===== config.mk =====
export PLATFORM = sky130hd
export DESIGN_NAME = mux_scan_n
export DESIGN_NICKNAME = d
export VERILOG_FILES = /design/src/rtl/mux_scan_n.sv
export SDC_FILE = /design/constraint.sdc
export NUM_CORES = 1
export LEC_CHECK = 0
export CELL_PAD_IN_SITES_DETAIL_PLACEMENT = 1
export CELL_PAD_IN_SITES_GLOBAL_PLACEMENT = 2
export CORE_AREA = 3 3 43 45
export DETAILED_ROUTE_END_ITERATION = 10
export DIE_AREA = 0 0 46 48
export PLACE_DENSITY = 0.64
export SLEW_MARGIN = 20
export SYNTH_ARGS = -nofsm -noshare
export SYNTH_HDL_FRONTEND = slang
export SYNTH_SLANG_ARGS = --single-unit

===== constraint.sdc =====
create_clock -name clk -period 1.5 [get_ports clk]
set_input_delay 0.45 -clock clk [delete_from_list [all_inputs] [get_ports clk]]
set_output_delay 0.45 -clock clk [all_outputs]
set_load 0.05 [all_outputs]

===== src/rtl/mux_scan_n.sv =====
`default_nettype none
// ============================================================================
// Module   : mux_scan_n
// Brief    : N-channel, W-bit registered mux with manual select and an
//            automatic channel scanner driven by a DIV-cycle dwell prescaler.
//            Optional macro MUX_SCAN_BLANK_EN blanks dout on scan advances.
// Revision : 1.0 - initial release
// ============================================================================
module mux_scan_n #(
   parameter int N     = 4,
   parameter int W     = 1,
   parameter int SEL_W = (N > 1) ? $clog2(N) : 1,
   parameter int DIV   = 1
) (
   input  logic             clk,
   input  logic             rst,
   input  logic [N*W-1:0]   din,
   input  logic [SEL_W-1:0] sel,
   input  logic             mode,
   input  logic             en,
   output logic [W-1:0]     dout,
   output logic [SEL_W-1:0] ch,
   output logic             tick
);

   localparam int               C_PC_W    = (DIV > 1) ? $clog2(DIV) : 1;
   localparam logic [C_PC_W-1:0] C_PC_LAST = C_PC_W'(DIV - 1);
   localparam logic [SEL_W-1:0]  C_CH_LAST = SEL_W'(N - 1);

   generate
      if (N < 2 || N > 256 || W < 1 || DIV < 1) begin : g_param_check
         $error("mux_scan_n: parameter out of range");
      end
   endgenerate

   logic [C_PC_W-1:0] r_pc;
   logic              r_mode_q;
   logic [W-1:0]      r_dout;
   logic [SEL_W-1:0]  r_ch;
   logic              r_tick;

   logic [C_PC_W-1:0] w_pc_next;
   logic [SEL_W-1:0]  w_ch_next;
   logic              w_adv;
   logic [W-1:0]      w_sel_data;
   logic [W-1:0]      w_dout_next;

   // Scanner: entry into scan mode restarts at channel 0 with a fresh dwell.
   always_comb begin
      w_ch_next = r_ch;
      w_pc_next = r_pc;
      w_adv     = 1'b0;
      if (!mode) begin
         w_ch_next = sel;
         w_pc_next = '0;
      end else if (!r_mode_q) begin
         w_ch_next = '0;
         w_pc_next = '0;
      end else if (en) begin
         if (r_pc == C_PC_LAST) begin
            w_adv     = 1'b1;
            w_pc_next = '0;
            w_ch_next = (r_ch == C_CH_LAST) ? '0 : r_ch + SEL_W'(1);
         end else begin
            w_pc_next = r_pc + C_PC_W'(1);
         end
      end
   end

   // Indices beyond N-1 (non-power-of-2 N) select zero.
   always_comb begin
      w_sel_data = '0;
      for (int k = 0; k < N; k++) begin
         if (w_ch_next == SEL_W'(k)) begin
            w_sel_data = din[k*W +: W];
         end
      end
   end

`ifdef MUX_SCAN_BLANK_EN
   generate
      if (DIV < 2) begin : g_blank_div_check
         $error("mux_scan_n: MUX_SCAN_BLANK_EN requires DIV >= 2");
      end
   endgenerate

   // Blank one cycle on every advance to avoid ghosting on shared segments.
   assign w_dout_next = w_adv ? '0 : w_sel_data;
`else
   assign w_dout_next = w_sel_data;
`endif

   always_ff @(posedge clk) begin
      if (rst) begin
         r_pc     <= '0;
         r_mode_q <= 1'b0;
         r_dout   <= '0;
         r_ch     <= '0;
         r_tick   <= 1'b0;
      end else begin
         r_pc     <= w_pc_next;
         r_mode_q <= mode;
         r_dout   <= w_dout_next;
         r_ch     <= w_ch_next;
         r_tick   <= w_adv;
      end
   end

   assign dout = r_dout;
   assign ch   = r_ch;
   assign tick = r_tick;

endmodule
`default_nettype wire


# --- Word-level counts from Yosys, hierarchy flattened ---
# Index checks and enable logic that the tools add are counted.
word_totals:
  reg_bits: 6
  mem_bits_ro: 0
  latch_bits: 0
  memories: 0
  mem_bits_rw: 0
  out_inout_bits: 4
  elab_cells: 28
classes:
  n_eq_ne: 4
  n_lt_le_gt_ge: 0
  mul: 0
  n_mux: 11
  bitwise_logic: 3
  shift: 0
  reduce_logical: 3
  div_mod_pow: 0
  n_addsub: 2
ops:
  columns: ["op", "n"]
  rows:
  - ["2-to-1 mux 2 bit", 5]
  - ["== test 2 bit (second input constant)", 3]
  - ["2-to-1 mux 1 bit", 6]
  - ["OR reduction 4 bit", 1]
  - ["NOT 1 bit", 3]
  - ["OR reduction 3 bit", 1]
  - ["adder 2 x 1 -> 2 bit (second input constant)", 1]
  - ["== test 2 x 1 -> 1 bit (second input constant)", 1]
  - ["logical NOT 2 bit", 1]
  - ["adder 1 bit (second input constant)", 1]

# --- Depth between registers and ports, before layout ---
# Gate-level depths: netlist of run 1.
depth:
  ltp_word: 11
  depth_mapped: 5

# --- Worst setup path before layout of run 1 ---
# No wires, ideal clock.
synth_path:
  path_kind: "register -> register"
  start: "register r_ch[0] (netlist: ch[0])"
  end: "register r_dout (netlist: dout)"
  path_stages_with_launch: 6
  arrival_ps: 1703
  path_buffers: 0
  required_time_ps: 1383
  setup_slack_ps: -320
  setup_time_ps: 117
  period_less_slack_ps: 1820
  cell_sequence: "dfxtp_1 ha_1 mux2i_1 o22ai_1 mux2_2 a22o_1"
synth_via:
  elab_chain_cells: 11
  elab_cells_between_ends: 15
  classes_between: "1 x add/sub; 4 x eq/ne; 9 x mux; 1 x reduce/logical"
synth_lines:
  columns: ["item", "line_no", "text"]
  rows:
  - ["start: declaration", "39", "logic [SEL_W-1:0] r_ch;"]
  - ["start signal: assignment", "104", "r_ch <= w_ch_next;"]
  - ["adder 2 x 1 -> 2 bit / == test 2 bit (equally long branches)", "63", "w_ch_next = (r_ch == C_CH_LAST) ? '0 : r_ch + SEL_W'(1);"]
  - ["2-to-1 mux 2 bit", "63", null]
  - ["2-to-1 mux 2 bit", "60", "if (r_pc == C_PC_LAST) begin"]
  - ["2-to-1 mux 2 bit *", "59", "end else if (en) begin"]
  - ["2-to-1 mux 2 bit *", "56", "end else if (!r_mode_q) begin"]
  - ["2-to-1 mux 2 bit *", "53", "if (!mode) begin"]
  - ["logical NOT 2 bit", "74", "if (w_ch_next == SEL_W'(k)) begin"]
  - ["2-to-1 mux 1 bit (3 in series)", "74", null]
  - ["2-to-1 mux 1 bit *", "74", null]
  - ["end signal: assignment", "103", "r_dout <= w_dout_next;"]
  - ["end: declaration", "38", "logic [W-1:0] r_dout;"]
# Mark *: on every way between the ends. The rest lies on a longest branch, timed or not.
# A chain may end at the register's enable or synchronous reset.

# --- Worst setup path after layout of run 1 ---
layout_path:
  start: "register r_ch[1] (netlist: ch[1])"
  end: "register r_dout (netlist: dout)"
# Same word-level chain as after synthesis.

==> flow_summary.ini, run 1 <==
[outcome]
status = finished clean

[pwr]
intPower_w = 0.000317
clockPowerShare_pct = 35.0
powerDensity_nw_per_um2 = 794
design_power_total_w = 0.000426
switchingPower_w = 0.000110
vdd_drop_max_v = 0.000256
power_frac_seq_pct = 34.4
swShare_pct = 25.8
p_leak_nw = 0.224
p_comb_share_pct = 30.6

[logic_synthesis]
syn_avg_cell_area_sq_um = 10.7
synth_nets = 33
ys_types = 15
syn_area_sq_um = 236
synth-seq-cells = 5
yosysSeqAreaShare_pct = 42.3
syn_inst = 22
yosysWarningCount = 0

[sta]
hold_violations = 0
final.setup.tns_ns = 0
maxSlewViolCount = 0
finalCriticalPeriod_ns = 1.44
finalSetupViolCount = 0
fin_crit_sh_pct = 95.9
slew-limit-headroom_pct = 88.2
skew_ns = 0.00302
rsz0062_at_grt = no
tightest_slew_ns = 0.174
max_freq_mhz = 695

[setup_path]
r2r_start = ch[1]
reg2reg_to = dout
cp-start-kind = flop
slowest_delay_ns = 0.34
critPathRequiredTime_ns = 1.63
critical_path_class = flop to flop
crit_buf_inv = 0
r2r_slack_ns = 0.06
end_kind = flop
worstPathCellList = ha_4 > mux2i_4 > o22ai_4 > mux2_4 > a22o_1
r2r_cells = 5
cp_top_family = multiplexers
crit_path_top_delay_cell = dfxtp_4
cp.depth = 5
critPathMaxFanout = 3
crit_arrival_ns = 1.57

[drt]
vias = 240
antenna_left = 0
drt_first_pass_iters = 2
drcViolationCount = 0
viasPerCell = 4.00
detail_route.wirelength_microns = 671
first_iter_violations = 1
wire_per_inst_microns = 11.2

[placement]
port-buffer-count = 13
place_congestion = 0.788
dpl-instance-area_sq_um = 484

[final_layout]
drive_gt1_share_pct = 56.8
antennaDiodeCount = 0
final_cell_area_sq_um = 537
fillers = 175
final_util_pct = 35.6
syn_to_final_growth_pct = 127
nNetsFinal = 56
multi_input_area_sq_um = 183
seq_area_sq_um = 108

[min_path]
holdPathEnd = r_mode_q
min_path_cells = 2
hp-class = input port to flop
worstHoldStart = mode

[floorplanning]
dieArea_sq_um = 2210
io_pins = 14
die_y_microns = 48
die_w_microns = 46
floorplan.initialDensity_pct = 15.7
coreArea_sq_um = 1510
rows = 14

[run]
maxCapViolCount = 0

[clock_tree]
h-tree-depth = 1
cts_tree = yes
post_cts_buffers = 0
postCtsHoldBufs = 0
clk_pin_slew_ns = 0.04
cts_made_buffers = 3
clk_latency_ns = 0.24
clk_root_buffer_cell = clkbuf_4
cts_sinks = 5
clock_path_buffers = 2

[global_routing]
grt_max_degree = 5
grt_pass1_vias = 307
grt_antenna_before_repair = 0
overflow = 0
grt_pass1_wl_microns = 1120
grt_use_total_pct = 8.01
[cell families (layout without fill, tap and decap cells)]
family	after synthesis	count (layout)	share of synthesized area (%)
adder cells (fa/ha/maj)	1	1	5.29
flip-flops	5	5	42.3
buffers and inverters	1	23	1.59
AND/OR/NAND/NOR	8	8	21.2
multiplexers	4	4	18.0
AO/OA/AOI/OAI	3	3	11.6
[metrics by stage]
step,setup WS [ns],hold WS [ns],std cells
floorplan,-0.0652,0.481,22
global placement,-0.462,0.521,56
detailed placement,-0.518,0.519,56
CTS,0.00461,0.540,60
global route,0.00104,0.532,60
finish,0.0611,0.539,60
[synthesized netlist by cell type (all sizes together)]
library cell | number | share of area, %
dfxtp | 5 | 42
mux2 | 2 | 9.5
mux2i | 2 | 8.5
nor2b | 2 | 5.3
a22o | 1 | 3.7
a31oi | 1 | 5.3
and2b | 1 | 3.7
and3 | 1 | 2.6
ha | 1 | 5.3
inv | 1 | 1.6
nand2 | 1 | 1.6
nand2b | 1 | 2.6
nor2 | 1 | 1.6
o22ai | 1 | 2.6
or3b | 1 | 3.7
[state kept, by name, indices dropped and copies added (netlist names)]
name / cells
tick: 1
r_mode_q: 1
dout: 1
ch: 2
[worst register-to-register path, stage by stage, from the launching register on]
cell     delay [ns]
dfxtp_4        0.34
ha_4           0.24
mux2i_4        0.16
o22ai_4        0.10
mux2_4         0.30
a22o_1         0.20
[layout make-up]
class                      instances  area share, %
sequential                         5           20.0
timing repair buffer              18           36.6
clock buffer                       4           4.90
tap                               16           3.73
inverter                           1          0.699
multi-input combinational         16           34.0
[layer usage]
layer | share of wire, % | up-vias | GRT usage, %
met4 | 0 | 0 | 6.82
met2 | 48 | 14 | 14.0
li1 | - | 121 | -
met3 | 13 | 0 | 4.14
met1 | 39 | 105 | 6.64
met5 | 0 | - | 0
[power groups by stage]
| stage | sequential [W] | clock [W] | combinational [W] |
|---|---|---|---|
| 2_1_floorplan | 0.000168 | 0 | 0.0000260 |
| 5_1_grt | 0.000147 | 0.000166 | 0.000138 |
| 6_report | 0.000147 | 0.000149 | 0.000130 |
| 3_5_place_dp | 0.000148 | 0 | 0.000117 |
| 3_3_place_gp | 0.000148 | 0 | 0.000114 |
| 4_1_cts | 0.000147 | 0.000159 | 0.000133 |
[layout by cell type (no fill, tap or decap)]
| master | n |
|---|---|
| clkdlybuf4s50_1 | 6 |
| buf_4 | 5 |
| buf_12 | 4 |
| clkbuf_4 | 3 |
| dfxtp_1 | 3 |
| nor2b_1 | 2 |
| mux2_4 | 2 |
| dfxtp_4 | 2 |
| clkbuf_2 | 2 |
| or3b_1 | 1 |
| nand2b_1 | 1 |
| mux2i_2 | 1 |
| a31oi_2 | 1 |
| and2b_2 | 1 |
| inv_2 | 1 |
| mux2i_4 | 1 |
| nand2_1 | 1 |
| o22ai_4 | 1 |
| nor2_1 | 1 |
| a22o_1 | 1 |
| and3_1 | 1 |
| ha_4 | 1 |
| clkbuf_1 | 1 |
| dlygate4sd2_1 | 1 |
[worst max path at each step]
stage / end / slack (ns) / startpoint
finish: dout / 0.06 / ch[1]
global route: dout / 0.001 / ch[0]
CTS: dout / 0.005 / mode
detailed placement: dout / -0.52 / en
global placement: dout / -0.46 / en
floorplan: dout / -0.07 / ch[0]
[repair_timing]
item | 4_1_cts | 5_1_grt
endpoints found under the setup margin | 2 | 1
pin swaps | 2 | 0
gates resized for setup | 12 | 3
No activity file was read; power rests on OpenSTA's default activity.
==> inputs of run 2 (changes only) <==
--- a/config.mk
+++ b/config.mk
@@ -10,6 +10,7 @@
 export CORE_AREA = 3 3 43 45
 export DETAILED_ROUTE_END_ITERATION = 10
 export DIE_AREA = 0 0 46 48
+export GPL_TIMING_DRIVEN = 0
 export PLACE_DENSITY = 0.64
 export SLEW_MARGIN = 20
 export SYNTH_ARGS = -nofsm -noshare
==> run 2 against run 1 <==
  * The run now ends with negative setup slack left
  * Total power is 4.4% lower
  * Die area did not move
  * Critical path depth stayed put
  * Clock-buffer cell count did not move
  * Maximum frequency shrank 4.9%
  * Non-clock buffer count is 4 lower
  * Combinational power down 18%
  * Clock power rose by 5%
  * Utilization shrank 4.2 points
  * Worst hold slack got worse by 0.018 ns
  * Largest power group unchanged
==> flow_summary.ini, run 2 (synthesized netlist as in run 1, its figures left out) <==
[setup_path]
worstPathCellList = ha_4 > mux2i_4 > o22ai_4 > mux2_4 > a22o_1
crit_path_top_delay_cell = dfxtp_4
critPathMaxFanout = 3
critPathRequiredTime_ns = 1.63
crit_buf_inv = 0
cp-start-kind = flop
crit_arrival_ns = 1.65
critical_path_class = flop to flop
end_kind = flop
slowest_delay_ns = 0.35
cp_top_family = multiplexers

[final_layout]
drive_gt1_share_pct = 50.0
largest_register_ffs = 2
nNetsFinal = 52
final_cell_mix = clkdlybuf4s50_1 (6), clkdlybuf4s15_2 (5), clkbuf_4 (3), dfxtp_1 (3)
final_cell_area_sq_um = 474
antennaDiodeCount = 0
fillers = 171
final_common_cell = clkdlybuf4s50_1
syn_to_final_growth_pct = 101

[sta]
layout_setup_ws_ns = -0.0130
skew_ns = 0.00319
slew-limit-headroom_pct = 81.0
maxSlewViolCount = 0
fin_crit_sh_pct = 101
tightest_slew_ns = 0.286
finalSetupViolCount = 1
hold_violations = 0
max_freq_mhz = 661
rsz0062_at_grt = yes
finalCriticalPeriod_ns = 1.51

[floorplanning]
io_pins = 14
die_w_microns = 46
coreArea_sq_um = 1510
floorplan.initialDensity_pct = 15.7
rows = 14
die_y_microns = 48
dieArea_sq_um = 2210

[outcome]
status = complete, but fails checks
violations = negative setup slack

[pwr]
design_power_total_w = 0.000408
vdd_drop_max_v = 0.000281
p_leak_nw = 0.190
powerDensity_nw_per_um2 = 860

[clock_tree]
clk_root_buffer_cell = clkbuf_4
clock_path_buffers = 2
cts_made_buffers = 3
cts_tree = yes
cts_sinks = 5
clk_latency_ns = 0.24
h-tree-depth = 1
clk_pin_slew_ns = 0.04

[drt]
viasPerCell = 4.30
vias = 241
first_iter_violations = 0
detail_route.wirelength_microns = 714
drt_first_pass_iters = 1
drcViolationCount = 0
antenna_left = 0
wire_per_inst_microns = 12.8

[global_routing]
overflow = 0
grt_antenna_before_repair = 0
grt_max_degree = 6
grt_pass1_wl_microns = 1190
grt_pass1_vias = 291
grt_use_total_pct = 8.07

[run]
maxCapViolCount = 0

[placement]
place_congestion = 0.742
dpl-instance-area_sq_um = 407
port-buffer-count = 13
place_ws_ns = -0.600
dp.final_hpwl_microns = 507

[min_path]
hp-class = flop to flop
## run 2: cell types whose count changed in the layout (fill, tap and decap cells not counted), sizes merged
cell	change
clkdlybuf4s15	+5
buf	-8
clkbuf	-1
## run 2: per-stage QoR
stage               cells  util (%)  hold slack (ns)  setup TNS, ns
floorplan              22         -            0.481        -0.0652
global placement       51      27.0            0.506          -1.22
detailed placement     51      27.0            0.511          -1.32
CTS                    56      31.8            0.522       -0.00519
global route           56      31.5            0.556        -0.0480
finish                 56      31.5            0.521        -0.0130
## run 2: worst reg2reg max path: stages, from the launching register on
cell	delay [ns]
dfxtp_4	0.35
ha_4	0.24
mux2i_4	0.17
o22ai_4	0.11
mux2_4	0.31
a22o_1	0.23
## run 2: per-layer routing
| layer | vias up | wire length (microns) | global-route usage [%] | share of wire (%) |
|---|---|---|---|---|
| li1 | 115 | - | - | - |
| met4 | 0 | 17 | 6.82 | 2.4 |
| met5 | - | 0 | 0 | 0 |
| met3 | 2 | 91 | 2.63 | 13 |
| met1 | 108 | 275 | 8.13 | 39 |
| met2 | 16 | 330 | 13.5 | 46 |
## run 2: area by class of cell
type / instances / area [sq um] / area share (%)
Sequential cell: 5 / 108 / 22.7
Tap cell: 16 / 20.0 / 4.22
Clock buffer: 4 / 26.3 / 5.54
Timing Repair Buffer: 14 / 138 / 29.0
Inverter: 1 / 3.75 / 0.792
Multi-Input combinational cell: 16 / 179 / 37.7
## run 2: path summary, 6_finish.rpt
path              slack [ns]  cells past startpoint   end  startpoint
setup / recovery       -0.01                      5  dout       ch[1]
hold / removal          0.52                      1  tick    r_mode_q
setup reg to reg       -0.01                      5  dout       ch[1]
hold reg to reg         0.52                      1  tick    r_mode_q
## run 2: repair_timing
item                       CTS  global route
hold buffers                 0             0
resized for setup           25             1
buffers inserted             1             0
pin swaps                    2             0
setup endpoints to repair    6             2
## run 2: power by group
| part | internal [W] | switching (W) |
|---|---|---|
| clock network | 0.000101 | 0.0000553 |
| registers | 0.000139 | 0.00000563 |
| logic | 0.0000562 | 0.0000505 |
==> inputs of run 3 (changes only) <==
--- a/config.mk
+++ b/config.mk
@@ -11,6 +11,7 @@
 export DETAILED_ROUTE_END_ITERATION = 10
 export DIE_AREA = 0 0 46 48
 export GPL_TIMING_DRIVEN = 0
+export MAX_ROUTING_LAYER = met4
 export PLACE_DENSITY = 0.64
 export SLEW_MARGIN = 20
 export SYNTH_ARGS = -nofsm -noshare
==> run 3 against run 2 <==
  * The run still ends with negative setup slack left
  * Clock power barely moved
  * Total power barely moved
  * Via count stayed put
  * Non-clock buffer count unchanged
  * Clock-buffer cell count is the same
  * Clock skew about the same
  * Critical path type unchanged
  * Largest cell class unchanged
  * Largest power group unchanged
==> flow_summary.ini, run 3 (synthesized netlist as in run 1, its figures left out) <==
[final_layout]
largest_register_ffs = 2
final_common_cell = clkdlybuf4s50_1
syn_to_final_growth_pct = 101
fillers = 171
final_cell_mix = clkdlybuf4s50_1 (6), clkdlybuf4s15_2 (5), clkbuf_4 (3), dfxtp_1 (3)
antennaDiodeCount = 0
drive_gt1_share_pct = 50.0
nNetsFinal = 52

[sta]
hold_violations = 0
max_freq_mhz = 661
tightest_slew_ns = 0.288
slew-limit-headroom_pct = 80.9
layout_setup_ws_ns = -0.0124
rsz0062_at_grt = yes
finalCriticalPeriod_ns = 1.51
fin_hold_ws_ns = 0.521
skew_ns = 0.00317
finalSetupViolCount = 1
maxSlewViolCount = 0
fin_crit_sh_pct = 101
final.setup.tns_ns = -0.0124

[global_routing]
grt_antenna_before_repair = 0
overflow = 0
grt_pass1_vias = 291
grt_max_degree = 6
grt_use_total_pct = 8.33
grt_pass1_wl_microns = 1190

[clock_tree]
cts_made_buffers = 3
clk_pin_slew_ns = 0.04
clock_path_buffers = 2
cts_tree = yes
h-tree-depth = 1
clk_root_buffer_cell = clkbuf_4
clk_latency_ns = 0.24
cts_sinks = 5
postCtsHoldBufs = 0

[pwr]
powerDensity_nw_per_um2 = 860
p_leak_nw = 0.190
vdd_drop_max_v = 0.000281

[floorplanning]
die_y_microns = 48
coreArea_sq_um = 1510
rows = 14
floorplan.initialDensity_pct = 15.7
dieArea_sq_um = 2210
die_w_microns = 46
io_pins = 14

[setup_path]
critPathMaxFanout = 3
end_kind = flop
cp-start-kind = flop
slowest_delay_ns = 0.35
cp_top_family = multiplexers
crit_buf_inv = 0
worstPathCellList = ha_4 > mux2i_4 > o22ai_4 > mux2_4 > a22o_1
crit_arrival_ns = 1.64
critical_path_class = flop to flop
crit_path_top_delay_cell = dfxtp_4
critPathRequiredTime_ns = 1.63

[placement]
port-buffer-count = 13
dp.final_hpwl_microns = 507
place_congestion = 0.751

[min_path]
hp-class = flop to flop

[drt]
drcViolationCount = 0
drt_first_pass_iters = 1
vias = 241
wire_per_inst_microns = 12.8
detail_route.wirelength_microns = 714
viasPerCell = 4.30
antenna_left = 0
first_iter_violations = 0

[outcome]
violations = negative setup slack
status = complete, but fails checks

[run]
maxCapViolCount = 0
==> run 3: layout make-up <==
class                   count  area [sq um]  area share, %
multi-input cells          16           179           37.7
clock buffers               4          26.3           5.54
well taps                  16          20.0           4.22
flip-flops and latches      5           108           22.7
inverters                   1          3.75          0.792
repair buffers             14           138           29.0
==> run 3: stage by stage <==
stage | util [%] | cell area, sq um | total power (W) | std cells | setup slack [ns]
after floorplan | - | 256 | 0.000194 | 22 | -0.0652
after global placement | 27.0 | 407 | 0.000236 | 51 | -0.550
after detailed placement | 27.0 | 407 | 0.000238 | 51 | -0.600
after CTS | 31.8 | 479 | 0.000418 | 56 | -0.00519
after global routing | 31.5 | 474 | 0.000431 | 56 | -0.0480
final | 31.5 | 474 | 0.000408 | 56 | -0.0124
==> run 3: what timing repair did <==
| item | CTS | global route |
|---|---|---|
| pin swaps | 2 | 0 |
| gates resized for setup | 25 | 1 |
| setup buffers | 1 | 0 |
| endpoints found under the setup margin | 6 | 2 |
==> run 3: path summary, 6_finish.rpt <==
| check | start | endpoint | slack (ns) | cells after the start |
|---|---|---|---|---|
| worst max-delay path | ch[1] | dout | -0.01 | 5 |
| worst min-delay path | r_mode_q | tick | 0.52 | 1 |
| worst max register to register | ch[1] | dout | -0.01 | 5 |
| worst min register to register | r_mode_q | tick | 0.52 | 1 |
==> run 3: worst reg2reg max path, delay by kind of cell, from the launching register on <==
kind / cells / cell delay [ns]
compound gates: 2 / 0.34
flops: 1 / 0.35
fa+ha+maj: 1 / 0.24
mux: 2 / 0.48
==> run 3: metal layers <==
metal | vias up | GRT usage, % | share of wire, %
li1 | 115 | - | -
met1 | 108 | 8.35 | 40
met2 | 16 | 13.5 | 46
met3 | 2 | 2.26 | 11
met4 | 0 | 6.82 | 2.4
met5 | - | - | 0
==> run 3: power breakdown <==
group | internal, W | switching [W]
Clock | 0.000101 | 0.0000553
Sequential | 0.000139 | 0.00000563
Combinational | 0.0000562 | 0.0000506
Total | 0.000296 | 0.000112
